`src/rtl/seq_controller_ws.sv`:
```
// Eight-phase accumulator-CPU sequencer: fetch, decode, operand, ALU, store.
// Ports: clk, rst, opcode, zero, mem_ready, resume -> controls, phase, stall, instr_count.
module seq_controller_ws #(
  parameter int OPW  = 3,
  parameter int CNTW = 16
) (
  input  logic            clk,
  input  logic            rst,
  input  logic [OPW-1:0]  opcode,
  input  logic            zero,
  input  logic            mem_ready,
  input  logic            resume,
  output logic            memrd,
  output logic            memwr,
  output logic            loadir,
  output logic            incpc,
  output logic            loadac,
  output logic            loadpc,
  output logic            halt,
  output logic [2:0]      phase,
  output logic            stall,
  output logic [CNTW-1:0] instr_count
);

  typedef enum logic [2:0] {
    INST_ADDR  = 3'd0,
    INST_FETCH = 3'd1,
    INST_LOAD  = 3'd2,
    IDLE       = 3'd3,
    OP_ADDR    = 3'd4,
    OP_FETCH   = 3'd5,
    ALU_OP     = 3'd6,
    STORE      = 3'd7
  } phase_t;

  phase_t          ph;
  logic            halted;
  logic [CNTW-1:0] cnt;

  logic op_hlt, op_skz, op_add, op_and;
  logic op_xor, op_lda, op_sto, op_jmp;
  logic aluop;

  // Full-width compare: wider opcodes outside 0..7 decode to nothing.
  assign op_hlt = (opcode == OPW'(0));
  assign op_skz = (opcode == OPW'(1));
  assign op_add = (opcode == OPW'(2));
  assign op_and = (opcode == OPW'(3));
  assign op_xor = (opcode == OPW'(4));
  assign op_lda = (opcode == OPW'(5));
  assign op_sto = (opcode == OPW'(6));
  assign op_jmp = (opcode == OPW'(7));
  assign aluop  = op_add | op_and | op_xor | op_lda;

  always_comb begin
    memrd  = 1'b0;
    memwr  = 1'b0;
    loadir = 1'b0;
    incpc  = 1'b0;
    loadac = 1'b0;
    loadpc = 1'b0;
    halt   = 1'b0;
    if (halted) begin
      // Resume releases the halt and steps the PC past the HLT.
      halt  = !resume;
      incpc = resume;
    end else begin
      unique case (ph)
        INST_ADDR: ;
        INST_FETCH: memrd = 1'b1;
        INST_LOAD, IDLE: begin
          memrd  = 1'b1;
          loadir = 1'b1;
        end
        OP_ADDR: begin
          incpc = !op_hlt;
          halt  = op_hlt;
        end
        OP_FETCH: memrd = aluop;
        ALU_OP: begin
          memrd  = aluop;
          loadac = aluop;
          incpc  = op_skz & zero;
          loadpc = op_jmp;
        end
        STORE: begin
          memrd  = aluop;
          loadac = aluop;
          loadpc = op_jmp;
          memwr  = op_sto;
        end
        default: ;
      endcase
    end
  end

  always_comb begin
    stall = 1'b0;
    if (!halted && !mem_ready) begin
      stall = (ph == INST_FETCH)
            | ((ph == OP_FETCH) & memrd)
            | ((ph == STORE) & memwr);
    end
  end

  always_ff @(posedge clk) begin
    if (rst) begin
      ph     <= INST_ADDR;
      halted <= 1'b0;
      cnt    <= '0;
    end else if (halted) begin
      if (resume) begin
        halted <= 1'b0;
        ph     <= OP_FETCH;
      end
    end else if (!stall) begin
      if (ph == OP_ADDR && op_hlt) begin
        halted <= 1'b1;
      end else begin
        ph <= phase_t'(ph + 3'd1);
      end
      if (ph == STORE && cnt != {CNTW{1'b1}}) begin
        cnt <= cnt + 1'b1;
      end
    end
  end

  assign phase       = ph;
  assign instr_count = cnt;

endmodule
```
`config.mk`:
```
export PLATFORM = sky130hd
export DESIGN_NAME = seq_controller_ws
export DESIGN_NICKNAME = d
export VERILOG_FILES = /design/src/rtl/seq_controller_ws.sv
export SDC_FILE = /design/constraint.sdc
export NUM_CORES = 1
export LEC_CHECK = 0
export ABC_AREA = 1
export CORE_UTILIZATION = 53
export DETAILED_ROUTE_END_ITERATION = 10
export PLACE_DENSITY = 0.94
export SLEW_MARGIN = 25
export SYNTH_ARGS = -nofsm -noshare
export SYNTH_HDL_FRONTEND = slang
export SYNTH_SLANG_ARGS = --single-unit
```
`constraint.sdc`:
```
create_clock -name clk -period 5.01 [get_ports clk]
set_input_delay 1.002 -clock clk [delete_from_list [all_inputs] [get_ports clk]]
set_output_delay 1.002 -clock clk [all_outputs]
set_load 0.03 [all_outputs]
```
==> flow_summary.ini <==
[status]
outcome = complete, no violations

[setup_path]
cpPeakStageDelay_ps = 670
critPathKind = in2out
crit_top_cell = nand2_1
slowest_stage = clkdlybuf4s50_1
path_cells = clkdlybuf4s50_1 -> nand2_1 -> inv_1 -> nor2_1 -> nand2_1 -> nand2_1 -> nand3_1 -> nand2_1 -> nand2_4 -> inv_1 -> clkdlybuf4s50_1
crit_family = buffers and inverters
cp-end-kind = output pin
crit_buf_inv = 4
cp.arrival_ps = 3060
cp_max_fo = 22
cp.required_ps = 4010
critPathLaunchType = input port

[cts]
clk_latency_ps = 320
cts_resized = 0
cts_hold_buffers = 0
cts-root-buf = clkbuf_4
cts_made_buffers = 3
path_clk_slew_ps = 110
cts_buffer_depth = 2
htreeDepth = 1
clock_sinks = 20
cts_tree = yes
cts_setup_buffers = 0

[power]
ir_drop_v = 0.000227
total_power_mw = 0.416
power_density_nw_per_um2 = 222
power.leakage_nw = 0.713

[cells_and_area]
area_delta_synth_final_pct = 25.1
fillers = 215
num_antenna_cells = 0
final_cells = 279
design_area_um2 = 1870
drive_above_1_share_pct = 13.3
post-route-util_pct = 72.8
finalNetCount = 265

[synth]
synth_area_per_cell_um2 = 6.88
ys_seq_elements = 20
yosysSeqAreaShare_pct = 26.8
synth_cells = 217
syn_nets = 232
yosysWarningCount = 0
synth_area_um2 = 1490
ys_types = 28

[die]
core_area_um2 = 2570
io_pins = 35
start_util_pct = 58.2
die_h_um = 55.1
rows = 18
die_w_um = 55.1
die_area_um2 = 3030

[sta]
maxSlewViolCount = 0
tns_ps = 0
min_period_ps = 4060
hold_viol = 0
fin_crit_sh_pct = 81.0
fin_skew_ps = 1.52
fmax_mhz = 246
rsz0062_at_grt = no
fin_ws_ps = 952
setup_viol = 0
max-slew-margin-rel_pct = 38.7
worst-slew-pin-transition_ps = 917
hold_ws_ps = 525

[place]
pre_cts_slack_ps = 963
dpl_cell_area_um2 = 1820
dp.cells = 275
post-dp-hpwl_mm = 2.42
port_buffers = 34
gp_congestion = 0.872

[global_route]
grt_max_degree = 23
antenna_found_initial = 0
grt_overflow = 0
grt_pass1_wl_mm = 5.44
grt_use_total_pct = 24.9
grt_pass1_vias = 1283

[routing]
ant_nets = 0
route.detailed.drc = 0
vias = 1464
drt-vias-per-instance = 5.25
post_drt_wl_per_cell_um = 12.0
detail_route.wirelength_mm = 3.34
drtIter0Drc = 38
dr.pass1.iters = 4

[min_path]
hold_path_class = reg2reg

[job]
max_cap_viol_count = 0
cell usage in the layout (no fill, tap or decap):
cell type,synthesis,final
nand2_1,44,44
clkdlybuf4s50_1,0,34
nand3_1,32,32
inv_1,22,22
nor2_1,21,21
dfxtp_1,20,20
a21oi_1,12,12
nand2_2,12,12
a21oi_2,10,10
ha_1,7,7
nor3_1,6,6
xnor2_1,6,6
xor2_1,6,6
clkbuf_4,0,3
nor2_2,2,2
inv_2,1,1
nor4_1,1,1
a31oi_1,1,1
nand2_4,1,1
o41ai_1,1,1
nor2_4,1,1
inv_4,1,1
nand2_8,1,1
nand4_1,1,1
and2_1,1,1
nand3b_1,1,1
bufinv_16,0,1
worst min-delay path: stages (launching register included):
cell and delay, ps:
dfxtp_1 360, nand2_1 80, a21oi_1 50
path summary, 6_finish.rpt:
check	slack, ps	startpoint	end	cells past startpoint
setup / recovery	950	opcode[1]	stall	11
hold / removal	530	instr_count[3]$_SDFFE_PP0P_	instr_count[3]$_SDFFE_PP0P_	2
setup reg to reg	3030	phase[0]$_SDFFE_PP0P_	instr_count[15]$_SDFFE_PP0P_	12
hold reg to reg	530	instr_count[3]$_SDFFE_PP0P_	instr_count[3]$_SDFFE_PP0P_	2
cell families (layout without fill, tap and decap cells):
kind of cell,after synthesis,after routing,share of synthesized area (%)
flip-flops,20,20,26.8
adder cells (fa/ha/maj),7,7,5.86
AND/OR/NAND/NOR,124,124,39.5
buffers and inverters,30,62,9.88
XOR/XNOR,12,12,7.04
AO/OA/AOI/OAI,24,24,10.9
layout make-up:
| cell class | instances | area, µm² | share of cell area [%] |
|---|---|---|---|
| sequential | 20 | 400 | 21.4 |
| inverter | 24 | 92.6 | 4.95 |
| multi-input combinational | 167 | 946 | 50.6 |
| timing repair buffer | 34 | 340 | 18.2 |
| clock inverter | 1 | 30.0 | 1.61 |
| tap | 30 | 37.5 | 2.01 |
| clock buffer | 3 | 22.5 | 1.20 |
report_power, final:
part / switching (mW) / leakage [nW] / internal (mW)
Clock: 0.0541 / 0.0279 / 0.0810
Combinational: 0.0671 / 0.523 / 0.0434
Sequential: 0.00715 / 0.162 / 0.163
Total: 0.128 / 0.713 / 0.288
per-layer routing:
| layer | part of all wire [%] | vias to the layer above | GRT usage [%] |
|---|---|---|---|
| li1 | - | 764 | - |
| met1 | 49 | 661 | 32.4 |
| met2 | 45 | 34 | 40.0 |
| met3 | 4.0 | 5 | 4.92 |
| met4 | 1.6 | 0 | 10.4 |
| met5 | 0 | - | 0 |
registers in the layout (all words and copies together), names as in the netlist:
register and cells:
phase 3, instr_count 16, halted 1
synthesized netlist by cell type, drive strengths merged:
cell type | instances | share of area, %
a31oi | 1 | 0.42
and2 | 1 | 0.42
nor2 | 24 | 6.9
ha | 7 | 5.9
o41ai | 1 | 0.59
dfxtp | 20 | 27
nand3 | 32 | 11
a21oi | 22 | 9.9
nor3 | 6 | 2.0
xor2 | 6 | 3.5
nand2 | 58 | 18
inv | 24 | 6.2
xnor2 | 6 | 3.5
clkbuf | 2 | 0.50
nand3b | 1 | 0.50
nand4 | 1 | 0.42
buf | 4 | 3.2
nor4 | 1 | 0.42
Note: power is estimated with default switching activity, not from simulation.
